--- config.mk ---
export PLATFORM = sky130hd
export DESIGN_NAME = hex_disp_ctrl
export DESIGN_NICKNAME = d
export VERILOG_FILES = /design/src/rtl/hex_disp_ctrl_pkg.sv /design/src/rtl/hex_disp_ctrl_hex2seg.sv /design/src/rtl/hex_disp_ctrl.sv
export SDC_FILE = /design/constraint.sdc
export NUM_CORES = 1
export LEC_CHECK = 0
export CAP_MARGIN = 20
export CELL_PAD_IN_SITES_DETAIL_PLACEMENT = 1
export CELL_PAD_IN_SITES_GLOBAL_PLACEMENT = 2
export CORE_MARGIN = 2
export CORE_UTILIZATION = 31
export CTS_CLUSTER_DIAMETER = 150
export DETAILED_ROUTE_END_ITERATION = 8
export PLACE_DENSITY_LB_ADDON = 0.05
export SYNTH_ARGS = -nofsm -noshare
export SYNTH_HDL_FRONTEND = slang
export SYNTH_SLANG_ARGS = --single-unit
--- constraint.sdc ---
create_clock -name cpu_clk -period 1.8 [get_ports cpu_clk]
set_clock_uncertainty 0.2 [all_clocks]
set_input_delay 0.27 -clock cpu_clk [delete_from_list [all_inputs] [get_ports cpu_clk]]
set_output_delay 0.27 -clock cpu_clk [all_outputs]
set_load 0.02 [all_outputs]
--- src/rtl/hex_disp_ctrl_pkg.sv ---
`default_nettype none
// +--------------------------------------------------------------------+
// | hex_disp_ctrl_pkg                                                  |
// | Digit register field layout and segment constants for the hex     |
// | display stage.                                                     |
// | Revision: 1.0                                                      |
// +--------------------------------------------------------------------+
package hex_disp_ctrl_pkg;

  localparam int c_VAL_LSB = 0;
  localparam int c_VAL_MSB = 3;
  localparam int c_BLANK_BIT = 4;
  localparam int c_BLINK_BIT = 5;

  localparam logic [6:0] c_SEG_OFF = 7'h7F;
  localparam logic [5:0] c_DIG_RST = 6'b010000;

  typedef struct packed {
    logic       blink;
    logic       blank;
    logic [3:0] val;
  } digit_t;

endpackage : hex_disp_ctrl_pkg
`default_nettype wire

--- src/rtl/hex_disp_ctrl_hex2seg.sv ---
`default_nettype none
// +--------------------------------------------------------------------+
// | hex_disp_ctrl_hex2seg                                              |
// | Combinational 4-bit to active-low 7-segment {g,f,e,d,c,b,a}.      |
// | Revision: 1.0                                                      |
// +--------------------------------------------------------------------+
module hex_disp_ctrl_hex2seg (
  input  logic [3:0] i_val,
  output logic [6:0] o_seg
);

  // Lowercase b and d so they stay distinct from 8 and 0.
  always_comb begin
    o_seg = 7'h7F;
    case (i_val)
      4'h0: o_seg = 7'b1000000;
      4'h1: o_seg = 7'b1111001;
      4'h2: o_seg = 7'b0100100;
      4'h3: o_seg = 7'b0110000;
      4'h4: o_seg = 7'b0011001;
      4'h5: o_seg = 7'b0010010;
      4'h6: o_seg = 7'b0000010;
      4'h7: o_seg = 7'b1111000;
      4'h8: o_seg = 7'b0000000;
      4'h9: o_seg = 7'b0010000;
      4'hA: o_seg = 7'b0001000;
      4'hB: o_seg = 7'b0000011;
      4'hC: o_seg = 7'b1000110;
      4'hD: o_seg = 7'b0100001;
      4'hE: o_seg = 7'b0000110;
      4'hF: o_seg = 7'b0001110;
      default: o_seg = 7'h7F;
    endcase
  end

endmodule : hex_disp_ctrl_hex2seg
`default_nettype wire

--- src/rtl/hex_disp_ctrl.sv ---
`default_nettype none
// +--------------------------------------------------------------------+
// | hex_disp_ctrl                                                      |
// | Four digit registers with blank/blink, shared blink timer,        |
// | registered segment outputs and CPU readback mux.                   |
// | Revision: 1.0                                                      |
// +--------------------------------------------------------------------+
module hex_disp_ctrl
  import hex_disp_ctrl_pkg::*;
#(
  parameter int BLINK_HALF = 12500000,
  parameter int CNT_W      = 24
) (
  input  logic        cpu_clk,
  input  logic        rst,
  input  logic        we,
  input  logic [15:0] data_in,
  input  logic        cs_hex0,
  input  logic        cs_hex1,
  input  logic        cs_hex2,
  input  logic        cs_hex3,
  input  logic        read_hex0,
  input  logic        read_hex1,
  input  logic        read_hex2,
  input  logic        read_hex3,
  output logic [15:0] data_out,
  output logic [6:0]  HEX0,
  output logic [6:0]  HEX1,
  output logic [6:0]  HEX2,
  output logic [6:0]  HEX3
);

  localparam logic [CNT_W-1:0] c_CNT_LAST = CNT_W'(BLINK_HALF - 1);

  logic [CNT_W-1:0] r_cnt;
  logic             r_phase;
  logic [3:0]       w_cs;
  logic [3:0][5:0]  w_dig;
  logic [3:0][6:0]  w_hex;
  logic             w_unused_data;

  assign w_cs          = {cs_hex3, cs_hex2, cs_hex1, cs_hex0};
  assign w_unused_data = ^data_in[15:6];

  // Free-running and never touched by writes, so all blinking digits flash together.
  always_ff @(posedge cpu_clk or negedge rst) begin
    if (!rst) begin
      r_cnt   <= '0;
      r_phase <= 1'b0;
    end else if (r_cnt == c_CNT_LAST) begin
      r_cnt   <= '0;
      r_phase <= ~r_phase;
    end else begin
      r_cnt <= r_cnt + 1'b1;
    end
  end

  for (genvar gi = 0; gi < 4; gi++) begin : g_digit
    digit_t     r_dig;
    logic [6:0] r_hex;
    logic [6:0] w_seg;

    hex_disp_ctrl_hex2seg u_dec (
      .i_val(r_dig.val),
      .o_seg(w_seg)
    );

    always_ff @(posedge cpu_clk or negedge rst) begin
      if (!rst) begin
        r_dig <= digit_t'(c_DIG_RST);
        r_hex <= c_SEG_OFF;
      end else begin
        if (w_cs[gi] && we) begin
          r_dig <= digit_t'(data_in[5:0]);
        end
        r_hex <= (r_dig.blank || (r_dig.blink && r_phase)) ? c_SEG_OFF : w_seg;
      end
    end

    assign w_dig[gi] = r_dig;
    assign w_hex[gi] = r_hex;
  end

  assign HEX0 = w_hex[0];
  assign HEX1 = w_hex[1];
  assign HEX2 = w_hex[2];
  assign HEX3 = w_hex[3];

  // Zero when idle so the result can be ORed onto a shared read bus.
  always_comb begin
    data_out = 16'h0000;
    if (read_hex0) begin
      data_out = {10'b0, w_dig[0]};
    end else if (read_hex1) begin
      data_out = {10'b0, w_dig[1]};
    end else if (read_hex2) begin
      data_out = {10'b0, w_dig[2]};
    end else if (read_hex3) begin
      data_out = {10'b0, w_dig[3]};
    end
  end

endmodule : hex_disp_ctrl
`default_nettype wire
=== After elaboration in Yosys (flattened, before gate mapping) ===
Memories as Yosys holds them, arrays and structs flattened.
Index checks and enable logic that the tools add are counted.

* Add/sub/neg operators: 1
* $mul: 0
* Divide/modulo/power cells: 0
* Order comparisons: 0
* Eq/ne operators: 1
* Shifts and indexed selects: 0
* Mux-type cells: 9
* Bitwise gates (word level): 1
* Reductions and logical operators: 12

{| class="wikitable"
|+ Operators by type and width
! operator !! count
|-
| $mux W7 || 4
|-
| $add A24 B1 Y24 const B || 1
|-
| $eq A24 B24 Y1 const B || 1
|-
| $mux W24 || 1
|-
| $mux W6 || 4
|-
| $logic_and A1 B1 Y1 || 8
|-
| $logic_or A1 B1 Y1 || 4
|-
| $not A1 Y1 || 1
|}

* Bits in registers: 77
* Latch bits: 0
* Bits in writable memories: 0
* Bits in read-only memories: 448
* Bits of input ports: 27
* Memories: 4

{| class="wikitable"
|+ Memories
! name !! depth !! width !! rd ports !! clocked after memory_dff !! write ports !! RTL line !! RTL
|-
| (name not given) || 16 || 7 || 1 || 0 || 0 || hex_disp_ctrl_hex2seg.sv:15 || <nowiki>case (i_val)</nowiki>
|-
| (name not given) || 16 || 7 || 1 || 0 || 0 || hex_disp_ctrl_hex2seg.sv:15 ||
|-
| (name not given) || 16 || 7 || 1 || 0 || 0 || hex_disp_ctrl_hex2seg.sv:15 ||
|-
| (name not given) || 16 || 7 || 1 || 0 || 0 || hex_disp_ctrl_hex2seg.sv:15 ||
|}

=== Longest topological paths before layout ===
Gate-level depths: netlist of the first run.

* Depth in word-level cells: 4
* Mapped depth: 7

=== Cells and area by module ===
Synthesis of the first run repeated with hierarchy kept, for this count alone.

* Cell total of the unflattened synthesis: 396
* Area total of the unflattened synthesis: 4375.4 µm²

{| class="wikitable"
|+ Modules (own cells, without submodules)
! module !! times used !! cells each !! area an instance (µm²)
|-
| hex_disp_ctrl || 1 || 268 || 3274.4
|-
| hex_disp_ctrl_hex2seg || 4 || 32 || 275.3
|}

=== Worst setup path before layout of the first run ===
Ideal clock, no wire load.

* Path kind: reg2reg
* Start: register r_cnt[0]
* End: register r_phase
* Data arrival time: 1.727 ns
* Data required time: 1.521 ns
* Setup slack: -0.207 ns
* Stages on the path, launching flop included: 8
* Buffers on the path: 2
* Clock period less this slack: 2.007 ns
* Cells stage by stage: dfrtp_1 ha_1 and4_1 clkbuf_1 nand2_1 nor4_1 buf_2 xor2_1

* Cells in the longest elaborated chain, start to end: 1

{| class="wikitable"
|+ RTL lines
! item !! RTL line !! RTL
|-
| from (decl) || hex_disp_ctrl.sv:35 || <nowiki>logic [CNT_W-1:0] r_cnt;</nowiki>
|-
| from (signal assigned) || hex_disp_ctrl.sv:54 || <nowiki>r_cnt <= r_cnt + 1'b1;</nowiki>
|-
| $eq A24 B24 Y1 || hex_disp_ctrl.sv:50 || <nowiki>end else if (r_cnt == c_CNT_LAST) begin</nowiki>
|-
| to (signal assigned) || hex_disp_ctrl.sv:52 || <nowiki>r_phase <= ~r_phase;</nowiki>
|-
| to (decl) || hex_disp_ctrl.sv:36 || <nowiki>logic r_phase;</nowiki>
|}

Every way passes these cells.
A chain may end at the register's enable or synchronous reset.

=== Final worst setup path of the first run ===
* Start: register r_cnt[7]
* End: register r_cnt[21]

* Cells in the longest elaborated chain, start to end: 2
* Elaborated cells between the ends (all ways): 3
* Classes of those cells: add/sub (1); eq/ne (1); mux (1)

{| class="wikitable"
|+ RTL lines
! item !! RTL line
|-
| $add A24 B1 Y24 / $eq A24 B24 Y1 (equally long branches) || hex_disp_ctrl.sv:54, hex_disp_ctrl.sv:50
|-
| $mux W24 (*) || hex_disp_ctrl.sv:50
|}

Every way passes the cells marked *; elsewhere a longest branch is shown, timed or not.

==> metrics.txt, run 1 <==
Worst R2R Setup Slack=-0.20 ns; Peak VDD IR=0.396 mV; clk_lat worst skew=0.34 ns; CP Class=reg -> reg; Final period util=111%; Core Rows=42; fmax=499 MHz; CP Launch Type=flop; Max-Cap Viols=0; PortBufs=50; Mapped Cells=~400; status=finished, violations left; Final Wtd Congestion=0.790; Tot GR Track Use=16.4%; WP data required=between 1.5 and 2 ns; ANT nets after route=0; Initial DRT Pass Iterations=4; TritonCTS Sinks=77; Power Density=1010 nW/um2; number of global-route vias before repair=between 3k and 4k; Final Net Count=555; final setup fails=16; Die Height=120 um; Layout fillers=roughly 1.5k; Min Clock Period, post-route=2.00 ns; final WL=11000 um; Worst Hold Class=in -> async; detailed-route vias per instance=a little under 5; DIE AREA=about 14000 um2; Worst R2R End=r_cnt[21]$_DFF_PN0_; CTS clk-pin slew, worst paths=0.06 ns; Slew Viols, Final=0; Antenna Cells=0; area occupied by registers=1970 um2; DR vias=3320; setup TNS=-1.35 ns; core area=13200 um2; Hold Violations, Final=0; crit path max fanout=6; placed insts=662; cts bufs inserted=9; Die W=120 um; WP data arrival=slightly above 2 ns; footprint of the multi-input gates=between 2000 and 2500 um2; Mapped Area=4160 um2; distinct cell type count of the synthesized netlist=42; DRC Markers=0; CTS Root Cell=clkbuf_16; DR WL/cell=16.1 um; post-DP HPWL=roughly 8000 um; fin area=between 5000 and 6000 um2; initial antenna violation count=0; critical path endpoint category=flop; most frequent cells in the layout=buf_4 (62), dfrtp_1 (45), nand2_1 (40); pin count of the biggest net entering global routing=37; layout cells sized above 1=between 30 and 40%; synth warn=0; GRT overflow=0; Area after DPL=5210 um2; Iter 0 DRT Violations=63; most common cell after layout, fill and taps aside=buf_4; final instance count without filler cells=684; Setup WS post-layout=-0.203 ns; failing checks=setup timing; Leakage=2.46 nW; CTS tree=built; Crit Reg-Reg Startpoint=r_cnt[7]$_DFF_PN0_; FF+latch count, synth=between 70 and 80; Initial Util=between 30% and 40%; RSZ-0062 raised after global routing=yes; FF-to-FF path depth=4; Area Overhead vs Synth=35.8%; Bufs on Longest Clock Path=2; H-tree Lvls=3; sequential share of the synthesized area=47.3%; first-pass GRT wire length=18400 um; io pins=71; Syn Area/Cell=about 10 um2
-- report_power, final --
group          internal [mW]  switching (mW)  leakage [nW]  total, mW
registers               2.06           0.106         0.907       2.17
clock network           1.39           0.698         0.167       2.09
logic                  0.606           0.832          1.38       1.44
total                   4.06            1.64          2.46       5.70
-- logic make-up (layout without fill, tap and decap cells) --
group	after synthesis	after routing	synth area share [%]
and+or+nand+nor	128	128	16.7
AOI/OAI and AO/OA	87	87	13.5
DFF	77	77	47.3
buffers and inverters	40	140	4.72
muxes	26	26	6.98
adders and majority gates	25	25	7.52
xor gates and xnor gates	15	15	3.16
other	1	10	0.0902
-- routing by layer --
metal | GRT usage (%) | routed length (um) | share of wire (%) | vias to the layer above
li1 | - | - | - | 1606
met1 | 21.6 | 5360 | 49 | 1666
met2 | 26.6 | 5200 | 47 | 38
met3 | 3.52 | 289 | 2.6 | 10
met4 | 6.18 | 166 | 1.5 | 0
met5 | 0 | 0 | 0 | -
-- cell type report --
cell class	count	share of cell area, %
Clock inverter	4	1.68
Timing Repair Buffer	110	16.5
Tap cell	176	3.90
Multi-Input combinational cell	291	37.7
Clock buffer	12	4.36
Inverter	14	0.997
Sequential cell	77	34.8
-- sequential cells by signal (all words and copies together) (netlist names) --
name,cells
HEX2,7
r_phase,1
HEX3,7
r_cnt,24
HEX1,7
HEX0,7
g_digit.r_dig,24
-- how the worst max path moves through the flow --
stage,startpoint,end,slack [ns],cells past startpoint
floorplan,r_cnt[9]$_DFF_PN0_,r_cnt[21]$_DFF_PN0_,-0.11,4
global placement,read_hex2,data_out[3],-0.79,6
detailed placement,read_hex2,data_out[2],-0.77,6
CTS,r_cnt[8]$_DFF_PN0_,r_cnt[21]$_DFF_PN0_,-0.21,4
global route,r_cnt[7]$_DFF_PN0_,r_cnt[21]$_DFF_PN0_,-0.27,4
finish,r_cnt[7]$_DFF_PN0_,r_cnt[21]$_DFF_PN0_,-0.20,4
-- critical path: stages, from the launching register on --
cell and delay [ns]:
dfrtp_1 0.37, nand4_2 0.13, or4b_4 0.61, or4_4 0.50, a21oi_2 0.12
-- through the flow --
stage / hold slack, ns / total power [mW] / worst slack, ns / utilization [%]
6_report: 0.126 / 5.70 / -0.203 / 42.8
3_5_place_dp: -0.0564 / 3.75 / -0.772 / 39.5
4_1_cts: 0.123 / 5.76 / -0.210 / 42.1
5_1_grt: 0.140 / 6.03 / -0.269 / 42.8
2_1_floorplan: -0.226 / 3.03 / -0.115 / -
3_3_place_gp: -0.0577 / 3.73 / -0.791 / 39.5
-- Yosys cell counts --
| cell type | n | area share, % |
|---|---|---|
| nor3_1 | 2 | 0.24 |
| and4_2 | 1 | 0.24 |
| nand3_1 | 12 | 1.4 |
| buf_1 | 1 | 0.090 |
| a21boi_0 | 8 | 1.4 |
| mux2_2 | 24 | 6.5 |
| nor4b_1 | 1 | 0.21 |
| nand2_1 | 41 | 3.7 |
| clkbuf_1 | 13 | 1.2 |
| xor2_1 | 6 | 1.3 |
| nor2b_1 | 10 | 1.5 |
| and4_1 | 5 | 1.1 |
| nand4_1 | 5 | 0.75 |
| o31a_1 | 1 | 0.21 |
| and3_1 | 2 | 0.30 |
| or4_1 | 2 | 0.36 |
| o211ai_1 | 11 | 2.0 |
| o31ai_1 | 2 | 0.36 |
| buf_2 | 1 | 0.12 |
| nand3b_1 | 11 | 2.0 |
| nor4_1 | 4 | 0.60 |
| and3_2 | 1 | 0.18 |
| o21ai_0 | 20 | 2.4 |
| nand4_2 | 1 | 0.30 |
| o21a_1 | 1 | 0.18 |
| or4b_4 | 1 | 0.33 |
| dfrtp_1 | 45 | 27 |
| a21oi_1 | 25 | 3.0 |
| conb_1 | 1 | 0.090 |
| buf_4 | 10 | 1.8 |
| o221ai_1 | 2 | 0.42 |
| xnor2_1 | 9 | 1.9 |
| ha_1 | 25 | 7.5 |
| mux2i_1 | 2 | 0.48 |
| inv_1 | 14 | 1.3 |
| o311ai_0 | 14 | 2.9 |
| buf_6 | 1 | 0.27 |
| or3_1 | 5 | 0.75 |
| dfstp_2 | 32 | 20 |
| a21o_1 | 3 | 0.54 |
| nand2b_1 | 10 | 1.5 |
| nor2_1 | 14 | 1.3 |
-- repair_timing --
item | 4_1_cts | 5_1_grt
hold buffers | 1 | 0
buffers inserted | 2 | 2
cloned | 0 | 1
resized for setup | 79 | 20
hold endpoints to repair | 45 | 0
pin swaps | 2 | 5
endpoints found under the setup margin | 50 | 24
No activity file was read; power rests on OpenSTA's default activity.
==> run 2: changes to the inputs <==
- MAX_ROUTING_LAYER: not set -> met4
==> metrics.txt, run 2 (synthesis gave the netlist of run 1 again) <==
status=finished, violations left; failing checks=setup timing; H-tree Lvls=3; Core Rows=between 40 and 50; final WL=11000 um; Power Density=around 1000 nW/um2; top sig layer=met4; sw power=1.64 mW; CTS tree=built; crit path max fanout=6; critical path's slowest cell=or4b_4; Leakage=roughly 2.5 nW; DRC Markers=0; fin util=42.8%; pin count of the biggest net entering global routing=37; Place WS=-0.772 ns; CP Class=reg -> reg; Tot GR Track Use=16.9%; Sw Share=28.7%; metal2 WL=just over 5000 um; DR vias=3319; Area Overhead vs Synth=35.8%; GRT overflow=0; critical path endpoint category=flop; Final period util=111%; WP data arrival=approximately 2.1 ns; DIE AREA=14400 um2; initial antenna violation count=0; Iter 0 DRT Violations=76; Die W=120 um; CTS Root Cell=clkbuf_16; Layout fillers=about 1.5k; Min Clock Period, post-route=2.00 ns; CP bufs+invs=0; WL met1=about 5400 um; Slew Viols, Final=0; PortBufs=50; met3 wire len=222 um; WP data required=1.86 ns; Max-Cap Viols=0; post-DP HPWL=8080 um; ANT nets after route=0; Initial DRT Pass Iterations=4; RSZ-0062 raised after global routing=yes; io pins=71; most frequent cells in the layout=buf_4 (62), dfrtp_1 (45), nand2_1 (40); FF-to-FF path depth=4; critical-path cell list=nand4_2 > or4b_4 > or4_4 > a21oi_2; fraction of power consumed by combinational cells=25.3%; clk_lat worst skew=0.34 ns; CP max stage delay=0.61 ns; Final Net Count=555; critical path's top delay family=simple AND/OR/NAND/NOR gates; DR WL/cell=16.1 um; TritonCTS Sinks=77; first-pass GRT wire length=18400 um; clock network fraction of total power=36.7%; internal power=between 4 and 5 mW; Final Wtd Congestion=between 0.8 and 0.9; Hold Violations, Final=0; Setup WS post-layout=-0.203 ns; Bufs on Longest Clock Path=2; Peak VDD IR=0.395 mV; most common cell after layout, fill and taps aside=buf_4; Initial Util=31.5%; sequential group share of total power=about two fifths; biggest regs=g_digit.r_dig x24, r_cnt x24; Die Height=about 120 um; number of global-route vias before repair=3584; critical path depth=4; detailed-route vias per instance=4.85; layout cells sized above 1=30.9%; Worst Hold Class=in -> async; footprint of the multi-input gates=2130 um2; fmax=499 MHz; CP Launch Type=flop; cts bufs inserted=9; Antenna Cells=0; CTS clk-pin slew, worst paths=0.06 ns; final setup fails=16; core area=13200 um2; area occupied by registers=between 1500 and 2000 um2
run 2: cell counts in the layout (fill, tap and decap cells not counted):
Identical to the previous run, type by type.
run 2: worst reg2reg max path, stage by stage, from the launching register on:
cell,delay (ns)
dfrtp_1,0.37
nand4_2,0.13
or4b_4,0.61
or4_4,0.51
a21oi_2,0.12
run 2: layout make-up:
| cell class | instances | share of cell area (%) |
|---|---|---|
| Sequential cell | 77 | 34.8 |
| Inverter | 14 | 0.997 |
| Clock buffer | 12 | 4.36 |
| Clock inverter | 4 | 1.68 |
| Timing Repair Buffer | 110 | 16.5 |
| Tap cell | 176 | 3.90 |
| Multi-Input combinational cell | 291 | 37.7 |
run 2: metrics by stage:
stage                     instances  hold WS [ns]  area (um2)  power, mW  TNS [ns]
final                           684         0.126        5650       5.70     -1.35
after global routing            684         0.140        5650       6.03     -3.23
after CTS                       681         0.123        5550       5.76     -1.62
after detailed placement        662       -0.0564        5210       3.75     -6.38
after global placement          662       -0.0577        5210       3.73     -5.86
after floorplan                 408        -0.226        4210       3.03    -0.467
run 2: worst paths after layout:
check / start / endpoint / slack (ns)
max: r_cnt[7]$_DFF_PN0_ / r_cnt[21]$_DFF_PN0_ / -0.20
min: rst / r_cnt[8]$_DFF_PN0_ / 0.13
max reg2reg: r_cnt[7]$_DFF_PN0_ / r_cnt[21]$_DFF_PN0_ / -0.20
min reg2reg: r_cnt[22]$_DFF_PN0_ / r_cnt[22]$_DFF_PN0_ / 0.29
max in group asynchronous: rst / HEX2[0]$_DFF_PN1_ / 0.73
min in group cpu_clk: r_cnt[22]$_DFF_PN0_ / r_cnt[22]$_DFF_PN0_ / 0.29
run 2: repair_timing:
item / 4_1_cts / 5_1_grt
cloned: 0 / 1
pin swaps: 2 / 5
endpoints found under the setup margin: 50 / 24
hold buffers: 1 / 0
buffers inserted: 2 / 2
gates resized for setup: 79 / 20
endpoints found under the hold margin: 45 / 0
run 2: per-layer routing:
metal,GRT usage [%],up-vias
met5,-,-
met4,6.18,0
met3,3.04,11
met2,26.6,39
met1,21.9,1665
li1,-,1604
run 2: power groups by stage:
stage                     sequential (mW)  clock, mW  combinational (mW)
after global placement               2.21          0                1.53
after global routing                 2.20       2.23                1.60
after CTS                            2.18       2.15                1.44
after detailed placement             2.21          0                1.54
after floorplan                      2.40          0               0.629
final                                2.17       2.09                1.44
==> run 3: changes to the inputs <==
- CAP_MARGIN: 20 -> not set
- CORE_UTILIZATION: 31 -> 32
- SYNTH_HIERARCHICAL: not set -> 1
==> metrics.txt, run 3 <==
final setup fails=20; internal power=3.92 mW; cell with the most instances after synthesis=dfrtp_1; number of global-route vias before repair=approximately 3.6k; top cells by count, synth=dfrtp_1 (45), dfstp_2 (32), nor2_1 (31); Slew Viols, Final=0; cts bufs inserted=9; Final Wtd Congestion=0.783; Die Height=121 um; Leakage=between 2 and 3 nW; Worst Hold Class=in -> async; Final period util=109%; critical path's top delay family=flip-flops; critical path endpoint category=primary output; Min Clock Period, post-route=around 2.0 ns; Hold Violations, Final=0; Bufs on Longest Clock Path=2; fin util=46.5%; layout cells sized above 1=44.4%; ANT nets after route=0; detailed-route vias per instance=4.74; synth warn=6; Iter 0 DRT Violations=116; top cells by area, synth=dfrtp_1 (26%), dfstp_2 (19%), ha_1 (8.3%), mux2_2 (7.2%), nand2b_1 (4.0%); Tot GR Track Use=between 10% and 20%; CTS clk-pin slew, worst paths=0.06 ns; post-DP HPWL=slightly above 8000 um; Peak VDD IR=0.423 mV; Syn Area/Cell=11.0 um2; FF-to-FF path depth=5; Max-Cap Viols=0; Primary FF master, synth=dfrtp_1; sequential group share of total power=about two fifths; DR WL/cell=approximately 16 um; hold_ws=0.153 ns; CP Class=reg -> out; Slew @ Worst Pin=0.639 ns; number of flops mapped to enable cells by yosys=0; critical path's slowest cell=dfstp_2; CTS tree=built; Area after DPL=5590 um2; WP data arrival=around 1.5 ns; sw power=1.69 mW; clock network fraction of total power=29.1%; Initial Util=32.9%; FF+latch count, synth=77; failing checks=setup timing; Core Rows=42; io pins=just over 70; biggest regs=g_digit.r_dig x24, r_cnt x24; Mapped Cells=a little under 400; CP max stage delay=0.54 ns; Synth area leader=dfrtp_1; Sw Share=30.2%; PortBufs=50; Mapped Area=4380 um2; CP Launch Type=flop; TritonCTS Sinks=77; Area Overhead vs Synth=41.2%; initial antenna violation count=0; WP data required=around 1.3 ns; Power Density=a little over 900 nW/um2; critical path depth=5; H-tree Lvls=3; Initial DRT Pass Iterations=4; CTS Root Cell=clkbuf_16; sequential share of the synthesized area=between 40% and 50%; clk_lat worst skew=0.33 ns; Setup WS post-layout=-0.169 ns; Slew HR=between 50% and 60%; critical-path cell list=nand3b_1 > a21oi_2 > a21oi_1 > o21ai_1 > buf_4; fraction of power consumed by combinational cells=around a third; distinct cell type count of the synthesized netlist=45; RSZ-0062 raised after global routing=yes; fin area=6180 um2; CP bufs+invs=1; crit path max fanout=2; fmax=508 MHz; Worst R2R Setup Slack=-0.16 ns; most common cell after layout, fill and taps aside=buf_4; most frequent cells in the layout=buf_4 (81), dfrtp_1 (39), dfstp_2 (32); ys async rst share=100%; Place WS=-0.705 ns; Final Net Count=589; DIE AREA=roughly 15000 um2; GRT overflow=0; first-pass GRT wire length=18300 um; Antenna Cells=0; Synth top area share=between 20% and 30%; final WL=between 10000 and 15000 um; Layout fillers=between 1k and 1.5k; DR vias=roughly 3.4k; core area=13300 um2; DRC Markers=0; Die W=121 um; status=finished, violations left; pin count of the biggest net entering global routing=42; total power=5.61 mW
## run 3: cell types whose count changed after synthesis, moves of 7 or more
cell	before	now
nand3b_1	11	1
a21boi_0	8	0
a21oi_1	25	16
a22o_1	0	8
mux2i_1	2	16
o211ai_1	11	0
nand2_1	41	22
o21ai_0	20	12
nor2_1	14	31
clkbuf_1	13	2
nand3_1	12	5
o311ai_0	14	0
nand2b_1	10	28
## run 3: path summary, 6_finish.rpt
path / start / endpoint
min in group cpu_clk: r_cnt[4]$_DFF_PN0_ / r_cnt[4]$_DFF_PN0_
setup / recovery: g_digit[3].r_dig[4]$_DFFE_PN1P_ / data_out[4]
max in group asynchronous: rst / g_digit[0].r_dig[4]$_DFFE_PN1P_
hold / removal: rst / r_cnt[19]$_DFF_PN0_
hold reg to reg: r_cnt[4]$_DFF_PN0_ / r_cnt[4]$_DFF_PN0_
setup reg to reg: r_cnt[0]$_DFF_PN0_ / r_cnt[23]$_DFF_PN0_
## run 3: layout make-up
class | instances | area [um2] | share of cell area (%)
inverters | 14 | 62.6 | 1.01
well taps | 176 | 220 | 3.56
multi-input cells | 291 | 2500 | 40.4
clock buffers | 14 | 254 | 4.11
clock inverters | 2 | 10.0 | 0.162
flip-flops and latches | 77 | 1970 | 31.9
repair buffers | 140 | 1160 | 18.8
## run 3: layer usage
layer	GRT usage, %	vias up	routed length (um)
li1	-	1648	-
met1	20.7	1689	5110
met2	27.1	39	5530
met3	4.42	8	351
met4	3.71	0	108
met5	-	-	0
## run 3: kinds of logic after synthesis
kind of cell	count (synthesis)	synth area share (%)
AOI/OAI and AO/OA	53	8.06
buffers and inverters	37	4.89
DFF	77	45.0
adders and majority gates	29	8.29
xor gates and xnor gates	17	3.40
other	1	0.0857
and+or+nand+nor	134	17.0
muxes	48	13.3
## run 3: worst register-to-register path, delay by kind of cell (launching register included)
kind,cells,cell delay [ns]
AND/OR/NAND/NOR,2,0.63
buffers and inverters,1,0.13
AO/OA/AOI/OAI,2,0.52
flip-flops,1,0.35
## run 3: power by group through the flow
| stage | Combinational, mW | Sequential, mW | Clock (mW) |
|---|---|---|---|
| detailed placement | 1.80 | 2.22 | 0 |
| finish | 1.79 | 2.19 | 1.63 |
| floorplan | 0.800 | 2.42 | 0 |
| global route | 1.96 | 2.22 | 1.78 |
| CTS | 1.73 | 2.19 | 1.71 |
| global placement | 1.78 | 2.21 | 0 |
## run 3: metrics by stage
| stage | TNS (ns) | cells |
|---|---|---|
| floorplan | -0.860 | 405 |
| global placement | -5.81 | 688 |
| detailed placement | -6.28 | 688 |
| CTS | -1.67 | 711 |
| global route | -3.16 | 714 |
| finish | -1.41 | 714 |
## run 3: timing repair
item	CTS	global route
gates resized for setup	106	47
hold endpoints to repair	47	0
hold buffers	1	0
pin swaps	20	7
endpoints found under the setup margin	57	34
buffers inserted	6	3
